<file path="src/rtl/lhn_mult_pkg.sv">
// Shared definitions for the pipelined shift-add multiplier.
//   MW_DEF / QW_DEF : default multiplicand / multiplier widths
//   PW              : default product width (MW_DEF + QW_DEF)
//   prod_w/stage_w  : width helpers for arbitrary MW/QW
// A stage record is packed as {valid, M, ph, mpl}, msb first.
package lhn_mult_pkg;

  localparam int unsigned MW_DEF = 7;
  localparam int unsigned QW_DEF = 4;
  localparam int unsigned PW     = MW_DEF + QW_DEF;

  function automatic int unsigned prod_w(input int unsigned mw, input int unsigned qw);
    return mw + qw;
  endfunction

  // {valid, M, ph, mpl}
  function automatic int unsigned stage_w(input int unsigned mw, input int unsigned qw);
    return 1 + mw + mw + qw;
  endfunction

endpackage

</file>
<file path="src/rtl/lhn_mult_step.sv">
// One combinational shift-add step.
//   m, ph, mpl  : current stage multiplicand, partial-high, multiplier/low bits
//   last_step   : stage handles the multiplier msb (used in signed mode only)
//   ph_nx, mpl_nx : next-stage partial-high and low bits
// Macro LHN_PIPE_MULT_SIGNED_EN selects two's complement operation.
module lhn_mult_step
  import lhn_mult_pkg::*;
#(
  parameter int unsigned MW = MW_DEF,
  parameter int unsigned QW = QW_DEF
) (
  input  logic [MW-1:0] m,
  input  logic [MW-1:0] ph,
  input  logic [QW-1:0] mpl,
  input  logic          last_step,
  output logic [MW-1:0] ph_nx,
  output logic [QW-1:0] mpl_nx
);

  logic [MW:0] pp;
  logic [MW:0] sum;

`ifdef LHN_PIPE_MULT_SIGNED_EN
  // The multiplier msb carries negative weight, so the last step subtracts.
  always_comb begin
    pp  = mpl[0] ? {m[MW-1], m} : '0;
    sum = last_step ? ({ph[MW-1], ph} - pp) : ({ph[MW-1], ph} + pp);
  end
`else
  logic unused_last_step;
  assign unused_last_step = last_step;

  always_comb begin
    pp  = mpl[0] ? {1'b0, m} : '0;
    sum = {1'b0, ph} + pp;
  end
`endif

  // sum[MW] is the carry (unsigned) or the sign (signed) of the wide sum.
  assign ph_nx  = sum[MW:1];
  assign mpl_nx = {sum[0], mpl[QW-1:1]};

endmodule

</file>
<file path="src/rtl/lhn_pipe_mult.sv">
// Fully pipelined MW x QW shift-add multiplier, QW+1 register stages.
//   clock, Rst_n         : rising-edge clock, asynchronous active-low reset
//   in_valid / in_ready  : operand handshake (M_in, mpl_in)
//   out_valid / out_ready: product handshake
//   product              : {ph, mpl} of the final stage, MW+QW bits
// Global stall: every stage advances only when the output slot is empty
// or being consumed. Define LHN_PIPE_MULT_SIGNED_EN for two's complement.
module lhn_pipe_mult
  import lhn_mult_pkg::*;
#(
  parameter int unsigned MW = MW_DEF,
  parameter int unsigned QW = QW_DEF
) (
  input  logic             clock,
  input  logic             Rst_n,
  input  logic             in_valid,
  output logic             in_ready,
  input  logic [MW-1:0]    M_in,
  input  logic [QW-1:0]    mpl_in,
  output logic             out_valid,
  input  logic             out_ready,
  output logic [MW+QW-1:0] product
);

  localparam int unsigned SW = stage_w(MW, QW);

  logic [SW-1:0] stage_q [QW+1];
  logic [SW-1:0] stage_d [QW+1];
  logic [MW-1:0] ph_nx   [QW];
  logic [QW-1:0] mpl_nx  [QW];
  logic          adv;
  logic [MW-1:0] unused_m_last;

  for (genvar k = 0; k < QW; k++) begin : g_step
    localparam bit LAST = (k == int'(QW) - 1);
    lhn_mult_step #(
      .MW(MW),
      .QW(QW)
    ) u_step (
      .m        (stage_q[k][SW-2 -: MW]),
      .ph       (stage_q[k][MW+QW-1 -: MW]),
      .mpl      (stage_q[k][QW-1:0]),
      .last_step(LAST),
      .ph_nx    (ph_nx[k]),
      .mpl_nx   (mpl_nx[k])
    );
  end

  assign adv           = !stage_q[QW][SW-1] | out_ready;
  assign in_ready      = adv;
  assign out_valid     = stage_q[QW][SW-1];
  assign product       = stage_q[QW][MW+QW-1:0];
  assign unused_m_last = stage_q[QW][SW-2 -: MW];

  always_comb begin
    stage_d = stage_q;
    if (adv) begin
      // Bubbles load zero operands so idle input values never enter the pipe.
      stage_d[0] = {in_valid, M_in & {MW{in_valid}}, {MW{1'b0}}, mpl_in & {QW{in_valid}}};
      for (int unsigned k = 0; k < QW; k++) begin
        stage_d[k+1] = {stage_q[k][SW-1 -: 1+MW], ph_nx[k], mpl_nx[k]};
      end
    end
  end

  always_ff @(posedge clock or negedge Rst_n) begin
    if (!Rst_n) begin
      stage_q <= '{default: '0};
    end else begin
      stage_q <= stage_d;
    end
  end

endmodule

</file>
<file path="config.mk">
export PLATFORM = sky130hd
export DESIGN_NAME = lhn_pipe_mult
export DESIGN_NICKNAME = d
export VERILOG_FILES = /design/src/rtl/lhn_mult_pkg.sv /design/src/rtl/lhn_mult_step.sv /design/src/rtl/lhn_pipe_mult.sv
export SDC_FILE = /design/constraint.sdc
export NUM_CORES = 1
export LEC_CHECK = 0
export ABC_CLOCK_PERIOD_IN_PS = 3550
export CORE_MARGIN = 4
export CORE_UTILIZATION = 64
export CTS_CLUSTER_DIAMETER = 30
export DETAILED_ROUTE_END_ITERATION = 7
export PLACE_DENSITY = 0.85
export SETUP_SLACK_MARGIN = 0.5
export SLEW_MARGIN = 10
export SYNTH_ARGS = -nofsm -noshare
export SYNTH_HDL_FRONTEND = slang
export SYNTH_HIERARCHICAL = 1
export SYNTH_SLANG_ARGS = --single-unit
</file>
<file path="constraint.sdc">
create_clock -name clock -period 3.55 [get_ports clock]
set_clock_uncertainty 0.05 [all_clocks]
set_input_delay 0.8875 -clock clock [delete_from_list [all_inputs] [get_ports clock]]
set_output_delay 0.8875 -clock clock [all_outputs]
set_load 0.005 [all_outputs]
</file>
==> results.cfg, run 1 <==
[worst_setup_path]
endpoint_kind_of_the_worst_setup_timing_path = output port
worst-setup-path-type = in2out
worstPathArrival_ns = 1.93
worstReg2RegEnd = stage_q[28]$_DFFE_PN0P_
required_ns = 2.61
r2r_setup_slack_ns = 1.20
timing.reg2reg.worst_path_depth = 9
critical-path-top-delay-family = buffers and inverters
cp_cell_sequence = dlygate4sd2_1, nor2b_2, clkinv_2, clkdlybuf4s50_1
critical_path.max_stage_delay_ns = 0.44
path_max_fanout = 12
critical_path_buf_inv_count = 3
critical_path_source = out_ready
crit_path_top_delay_cell = sky130_fd_sc_hd__clkdlybuf4s50_1
regToRegStartpoint = stage_q[38]$_DFFE_PN0P_
startpoint_type = input pin

[cts]
cts-root-buf = sky130_fd_sc_hd__clkbuf_8
clk-insertion-delay-late_ns = 0.35
tritoncts = yes
clock-sinks = 81
ctsLongestPathBuffers = 2
ctsHtreeMaxLevel = 3
clkSlewWorstSetupHoldPaths_ns = 0.08
ctsHoldBuffers = 0
cts_inserted_buffers = 9

[floorplanning]
dieArea_um2 = 8940
num_io_pins = 28
fp.dieW_um = 94.6
start_util_pct = 66.1
design.core.area_um2 = 7250
chipHeight_um = 94.6
std_cell_rows = 31

[placed_design]
globalplace.congestion = 0.775
dp_slack_ns = 0.418
number_of_input_and_output_port_buffers_inserted = 27
detailedPlacementHpwl_um = 5340
placed_cells_incl_taps = 498

[routing]
post_drt_via_cell_ratio = 5.49
postRouteAntennaNets = 0
drtPass1Iterations = 4
drcViolationCount = 0
routedWlPerCell_um = 14.7
postRouteWirelength_um = 7560
detailedRoute.firstIterationViolations = 101
vias = 2814

[hold_path]
worst_hold_path.endpoint = out_valid$_DFFE_PN0P_
hold_class = reg2reg
min_path_cells = 1
hp-start = stage_q[37]$_DFFE_PN0P_

[final_layout]
area_growth_pct = 8.43
antenna_cells = 0
post_layout_nonfiller_instances = 513
nNetsFinal = 457
layout.filler_cells = 512
drive_gt1_share_pct = 23.4
post-route-util_pct = 71.7

[sta]
worst_pin_slew_ns = 1.06
relSlewSlack_pct = 29.0
slew_violations = 0
rsz0062_at_grt = false
final_setup_slack_of_the_worst_path_ns = 0.681
finalCriticalPeriod_ns = 2.87
report.final.setup_viol = 0
fmax_mhz = 349
hold_viol_final = 0
totalNegativeSetupSlack_ns = 0
final.period_utilization_pct = 80.8
final.hold.worst_slack_ns = 0.424

[global_routing]
global_route.usage.total_pct = 19.1
grt_overflow = 0
grt_pass1_vias = 2935
grt_start_max_net_pins = 82
first_pass_grt_wire_length_um = 13300
grt_antenna_before_repair = 0

[power]
power.density_cell_area_nw_per_um2 = 766
leakage_nw = 2.49
ir_worst_vdd_mv = 0.351

[synthesis]
yosysWarningCount = 6
post_synth.cell_area_avg_um2 = 12.1
syn_area_um2 = 4790
syn-instance-count = 397

[run_status]
outcome = finished, final reports clean

[run]
maxCapViolations = 0
==> worst max path at each step <==
stage	depth (start not counted)	slack, ns	endpoint
2_1_floorplan	3	1.33	in_ready
3_5_place_dp	4	0.42	in_ready
3_3_place_gp	4	0.42	in_ready
6_report	4	0.68	in_ready
5_1_grt	4	0.62	in_ready
4_1_cts	4	0.68	in_ready
==> sequential cells by signal (all words and copies together) (netlist names) <==
name and cells:
out_valid 1, product 11, stage_q 69
==> worst reg2reg max path: cells and delay by family, from the launching register on <==
kind	cells	cell delay (ns)
buffers and inverters	1	0.05
AOI/OAI and AO/OA	1	0.21
DFF	1	0.48
and+or+nand+nor	3	0.42
muxes	2	0.46
adders and majority gates	2	0.56
==> cell usage in the layout (no fill, tap or decap), types with 12 or more instances in the layout <==
master,n
sky130_fd_sc_hd__a21oi_1,12
sky130_fd_sc_hd__and2_1,24
sky130_fd_sc_hd__clkdlybuf4s50_1,25
sky130_fd_sc_hd__dfrtp_1,81
sky130_fd_sc_hd__ha_1,28
sky130_fd_sc_hd__inv_1,20
sky130_fd_sc_hd__mux2_4,58
sky130_fd_sc_hd__nand2_1,23
sky130_fd_sc_hd__nor2b_1,16
sky130_fd_sc_hd__o21ai_0,19
sky130_fd_sc_hd__xnor2_1,12
==> report_power, final <==
part | switching [mW] | internal (mW)
logic | 0.613 | 1.03
registers | 0.273 | 1.29
clock network | 0.320 | 0.461
total | 1.21 | 2.78
==> through the flow <==
step | area (um2) | power [mW]
global route | 5200 | 4.26
CTS | 5200 | 4.02
floorplan | 4820 | 2.97
finish | 5200 | 3.98
global placement | 4970 | 3.13
detailed placement | 4970 | 3.22
==> what timing repair did <==
action	in CTS	in global routing
gates resized for setup	1	0
endpoints found under the setup margin	1	0
buffers inserted	0	0
endpoints found under the hold margin	0	0
==> cell type report <==
class                   instances  area (um2)  share of cell area, %
flip-flops and latches         81        2030                   39.0
repair buffers                 29         282                   5.42
well taps                      99         124                   2.38
multi-input cells             268        2450                   47.2
clock inverters                 6         108                   2.07
clock buffers                   9         124                   2.38
inverters                      21        80.1                   1.54
==> per-layer routing <==
layer	track usage, %	vias to the layer above	share of wire [%]
met4	7.09	0	2.0
li1	-	1365	-
met1	23.5	1380	45
met5	0	-	0
met2	32.4	52	50
met3	5.02	17	3.4
No activity file was read; power rests on OpenSTA's default activity.
==> inputs of run 2 (changes only) <==
ABC_CLOCK_PERIOD_IN_PS = 2750   (was 3550)
CORE_UTILIZATION = 60   (was 64)
PLACE_DENSITY = 0.8   (was 0.85)
clock period = 2.75 ns   (was 3.55 ns; I/O delays follow)
==> results.cfg, run 2 (synthesis results as in run 1) <==
[sta]
final.period_utilization_pct = 80.5
hold_viol_final = 0
rsz0062_at_grt = true
final.hold.worst_slack_ns = 0.231
final_setup_slack_of_the_worst_path_ns = 0.535
finalCriticalPeriod_ns = 2.21
fmax_mhz = 452
report.final.setup_viol = 0
slew_violations = 0
totalNegativeSetupSlack_ns = 0

[cts]
clk-insertion-delay-late_ns = 0.35
clkSlewWorstSetupHoldPaths_ns = 0.08
cts-root-buf = sky130_fd_sc_hd__clkbuf_8
cts_inserted_buffers = 9
tritoncts = yes
clock-sinks = 81
ctsLongestPathBuffers = 2
ctsHtreeMaxLevel = 3

[routing]
routedWlPerCell_um = 15.5
postRouteWirelength_um = 8250
drcViolationCount = 0
drtPass1Iterations = 4
post_drt_via_cell_ratio = 5.40
vias = 2868
postRouteAntennaNets = 0
detailedRoute.firstIterationViolations = 86

[floorplanning]
std_cell_rows = 32
fp.dieW_um = 97.4
start_util_pct = 61.7
design.core.area_um2 = 7770
chipHeight_um = 97.4
num_io_pins = 28
dieArea_um2 = 9480

[final_layout]
largest_register_ff_count = 69
top_register = stage_q
nNetsFinal = 471
leading_cell_type_in_the_layout_fill_and_taps_excluded = sky130_fd_sc_hd__dfrtp_1
post_layout_nonfiller_instances = 531
layout.cell_area.non_filler_um2 = 5360
layout.cells.most_common_list = 79 x sky130_fd_sc_hd__dfrtp_1, 58 x sky130_fd_sc_hd__mux2_4, 24 x sky130_fd_sc_hd__clkdlybuf4s50_1, 23 x sky130_fd_sc_hd__ha_1
area_growth_pct = 11.9
drive_gt1_share_pct = 29.8
post-route-util_pct = 69.1
layout.filler_cells = 570
antenna_cells = 0

[global_routing]
grt_use_met3_pct = 2.87
grt_antenna_before_repair = 0
global_route.usage.met2_pct = 32.1
gr-usage-met1_pct = 21.9
global_route.usage.total_pct = 18.2
grt_overflow = 0
first_pass_grt_wire_length_um = 14000
grt_start_max_net_pins = 62
global_route.peak_usage_layer = met2
grt_pass1_vias = 3049

[power]
design_internal_power_mw = 3.54
ir_worst_vdd_mv = 0.363
combinationalPowerShare_pct = 44.8
power.density_cell_area_nw_per_um2 = 967
p_clk_share_pct = 16.7
leakage_nw = 2.55
power_switching_share_pct = 31.7
power_frac_seq_pct = 38.5
finalPower_mw = 5.19
power_switching_mw = 1.65

[worst_setup_path]
worstPathArrival_ns = 1.48
endpoint_kind_of_the_worst_setup_timing_path = output port
required_ns = 2.01
worst-setup-path-type = in2out
path_max_fanout = 2
startpoint_type = input pin

[placed_design]
detailedPlacementHpwl_um = 5780
dp_slack_ns = 0.138
globalplace.congestion = 0.773
placed_cells_incl_taps = 505
number_of_input_and_output_port_buffers_inserted = 27
placed_area_um2 = 5030

[run]
maxCapViolations = 0

[run_status]
outcome = finished, final reports clean

[hold_path]
hold_class = in2async
## run 2: changes by cell type in the layout (fill, tap and decap cells not counted), moves of 2 or more
cell,before,now
sky130_fd_sc_hd__ha_2,0,2
sky130_fd_sc_hd__buf_12,0,2
sky130_fd_sc_hd__fa_2,0,3
sky130_fd_sc_hd__nor2b_1,16,13
sky130_fd_sc_hd__nor2b_2,1,4
sky130_fd_sc_hd__and2_1,24,22
sky130_fd_sc_hd__ha_1,28,23
sky130_fd_sc_hd__and2_4,0,2
sky130_fd_sc_hd__fa_1,4,1
sky130_fd_sc_hd__ha_4,0,3
sky130_fd_sc_hd__dfrtp_2,0,2
sky130_fd_sc_hd__buf_4,3,15
sky130_fd_sc_hd__bufinv_16,3,1
sky130_fd_sc_hd__dfrtp_1,81,79
## run 2: timing repair
item	in CTS	in global routing
pin swaps	0	8
setup endpoints to repair	3	7
gates cloned	0	0
gates resized for setup	4	18
buffers inserted	2	8
hold buffers	0	0
## run 2: cell type report
| type | instances | area (um2) | area share, % |
|---|---|---|---|
| multi-input combinational | 268 | 2520 | 47.0 |
| sequential | 81 | 2030 | 37.8 |
| timing repair buffer | 43 | 410 | 7.65 |
| clock buffer | 11 | 141 | 2.64 |
| clock inverter | 5 | 55.1 | 1.03 |
| inverter | 21 | 80.1 | 1.49 |
| tap | 102 | 128 | 2.38 |
## run 2: final timing paths
path	slack, ns	cells after the start	from	to
worst max-delay path	0.54	4	out_ready	in_ready
worst min-delay path	0.23	1	Rst_n	product[3]$_DFFE_PN0P_
worst max register to register	0.58	9	stage_q[57]$_DFFE_PN0P_	stage_q[47]$_DFFE_PN0P_
worst min register to register	0.41	1	stage_q[37]$_DFFE_PN0P_	out_valid$_DFFE_PN0P_
max in group asynchronous	1.80	2	Rst_n	stage_q[44]$_DFFE_PN0P_
min in group clock	0.41	1	stage_q[37]$_DFFE_PN0P_	out_valid$_DFFE_PN0P_
## run 2: metal layers
| layer | wire [um] | part of all wire [%] |
|---|---|---|
| met5 | 0 | 0 |
| met2 | 4270 | 52 |
| met4 | 214 | 2.6 |
| met3 | 207 | 2.5 |
| met1 | 3560 | 43 |
## run 2: power by group through the flow
stage / combinational (mW) / sequential [mW] / clock [mW]
2_1_floorplan: 1.94 / 1.89 / 0
3_3_place_gp: 2.08 / 2.00 / 0
3_5_place_dp: 2.18 / 2.03 / 0
4_1_cts: 2.22 / 2.01 / 0.886
5_1_grt: 2.53 / 2.06 / 0.944
6_report: 2.32 / 2.00 / 0.867
## run 2: critical path, stage by stage
cell,delay [ns]
sky130_fd_sc_hd__dlygate4sd2_1,0.27
sky130_fd_sc_hd__nor2b_2,0.16
sky130_fd_sc_hd__clkinv_2,0.09
sky130_fd_sc_hd__dlygate4sd2_1,0.27
==> inputs of run 3 (changes only) <==
ABC_CLOCK_PERIOD_IN_PS = 2000   (was 2750)
CORE_UTILIZATION = 54   (was 60)
PLACE_DENSITY = 0.76   (was 0.8)
clock period = 2 ns   (was 2.75 ns; I/O delays follow)
==> results.cfg, run 3 (synthesis results as in run 1) <==
[final_layout]
leading_cell_type_in_the_layout_fill_and_taps_excluded = sky130_fd_sc_hd__dfrtp_1
largest_register_ff_count = 69
layout.cells.most_common_list = 79 x sky130_fd_sc_hd__dfrtp_1, 58 x sky130_fd_sc_hd__mux2_4, 51 x sky130_fd_sc_hd__buf_4, 20 x sky130_fd_sc_hd__nand2_1, 20 x sky130_fd_sc_hd__ha_4
nNetsFinal = 520
layout.cell_area.non_filler_um2 = 6140
top_register = stage_q
antenna_cells = 0
area_growth_pct = 28.1
post-route-util_pct = 70.7
drive_gt1_share_pct = 51.6
post_layout_nonfiller_instances = 585

[global_routing]
grt_overflow = 0
grt_antenna_before_repair = 0
first_pass_grt_wire_length_um = 14900
grt_pass1_vias = 3188
global_route.usage.total_pct = 18.3
grt_start_max_net_pins = 42

[floorplanning]
dieArea_um2 = 10500
start_util_pct = 55.2
std_cell_rows = 34
num_io_pins = 28
fp.dieW_um = 102
design.core.area_um2 = 8680
chipHeight_um = 102

[power]
leakage_nw = 2.91
ir_worst_vdd_mv = 0.541
finalPower_mw = 8.07
power.density_cell_area_nw_per_um2 = 1320

[run_status]
outcome = complete, but fails checks
violations = negative setup slack

[sta]
hold_viol_final = 0
final_setup_slack_of_the_worst_path_ns = -0.164
totalNegativeSetupSlack_ns = -0.586
slew_violations = 0
fmax_mhz = 462
finalCriticalPeriod_ns = 2.16
final.period_utilization_pct = 108
rsz0062_at_grt = true
final.hold.worst_slack_ns = 0.436
report.final.setup_viol = 8

[cts]
clk-insertion-delay-late_ns = 0.34
ctsHtreeMaxLevel = 3
cts_inserted_buffers = 9
ctsLongestPathBuffers = 2
clock-sinks = 81
tritoncts = yes
cts-root-buf = sky130_fd_sc_hd__clkbuf_8
clkSlewWorstSetupHoldPaths_ns = 0.08

[routing]
drcViolationCount = 0
postRouteWirelength_um = 9560
vias = 3135
drtPass1Iterations = 4
met3_length_um = 283
postRouteAntennaNets = 0
routed-wl-met2_um = 5080
top_layer = met4
routedWlPerCell_um = 16.3
post_drt_via_cell_ratio = 5.36
detailedRoute.firstIterationViolations = 95
detail_route.wirelength.met1_um = 4010

[worst_setup_path]
worstPathArrival_ns = 2.34
critical_path.max_stage_delay_ns = 0.42
path_max_fanout = 4
endpoint_kind_of_the_worst_setup_timing_path = register
startpoint_type = register
worst-setup-path-type = reg2reg
critical_path_buf_inv_count = 1
required_ns = 2.18
cp_cell_sequence = and2_4, ha_4, inv_2, fa_2, nor2b_2, o31a_1, mux2i_1, nand2_1, mux2_4
critical-path-top-delay-family = adder cells
crit_path_top_delay_cell = sky130_fd_sc_hd__dfrtp_1

[placed_design]
dp_slack_ns = -0.212
detailedPlacementHpwl_um = 5970
globalplace.congestion = 0.775
placed_cells_incl_taps = 535
placed_area_um2 = 5240
number_of_input_and_output_port_buffers_inserted = 27

[run]
maxCapViolations = 0

[hold_path]
hold_class = reg2reg
-- run 3: worst paths after layout --
path | from | to | slack [ns] | cells past startpoint
worst max-delay path | stage_q[57]$_DFFE_PN0P_ | stage_q[47]$_DFFE_PN0P_ | -0.16 | 9
worst min-delay path | stage_q[37]$_DFFE_PN0P_ | out_valid$_DFFE_PN0P_ | 0.44 | 1
worst max register to register | stage_q[57]$_DFFE_PN0P_ | stage_q[47]$_DFFE_PN0P_ | -0.16 | 9
worst min register to register | stage_q[37]$_DFFE_PN0P_ | out_valid$_DFFE_PN0P_ | 0.44 | 1
max in group asynchronous | Rst_n | stage_q[71]$_DFFE_PN0P_ | 0.79 | 3
min in group asynchronous | Rst_n | product[4]$_DFFE_PN0P_ | 0.52 | 2
-- run 3: worst reg2reg max path: stages, from the launching register on --
cell,delay [ns]
sky130_fd_sc_hd__dfrtp_1,0.42
sky130_fd_sc_hd__and2_4,0.18
sky130_fd_sc_hd__ha_4,0.13
sky130_fd_sc_hd__inv_2,0.04
sky130_fd_sc_hd__fa_2,0.38
sky130_fd_sc_hd__nor2b_2,0.14
sky130_fd_sc_hd__o31a_1,0.20
sky130_fd_sc_hd__mux2i_1,0.20
sky130_fd_sc_hd__nand2_1,0.07
sky130_fd_sc_hd__mux2_4,0.26
-- run 3: timing repair --
action	in CTS	in global routing
gates resized for setup	113	40
endpoints found under the setup margin	80	58
hold buffers	1	0
pin swaps	20	23
setup buffers	23	11
hold endpoints to repair	19	0
-- run 3: power by group --
group	internal (mW)	switching [mW]
clock	0.565	0.555
sequential	2.29	0.508
combinational	2.62	1.54
total	5.47	2.60
-- run 3: layout make-up --
class / instances / area (um2)
fill: 582 / 2540
clock inverter: 4 / 45.0
inverter: 21 / 86.3
sequential: 81 / 2030
multi-input combinational: 268 / 2920
timing repair buffer: 92 / 793
clock buffer: 11 / 131
tap: 108 / 135
-- run 3: per-layer routing --
| metal | vias to the layer above | GRT usage (%) |
|---|---|---|
| met3 | 18 | 4.03 |
| met2 | 62 | 33.5 |
| met1 | 1564 | 21.2 |
| met4 | 0 | 5.65 |
| met5 | - | 0 |
| li1 | 1491 | - |
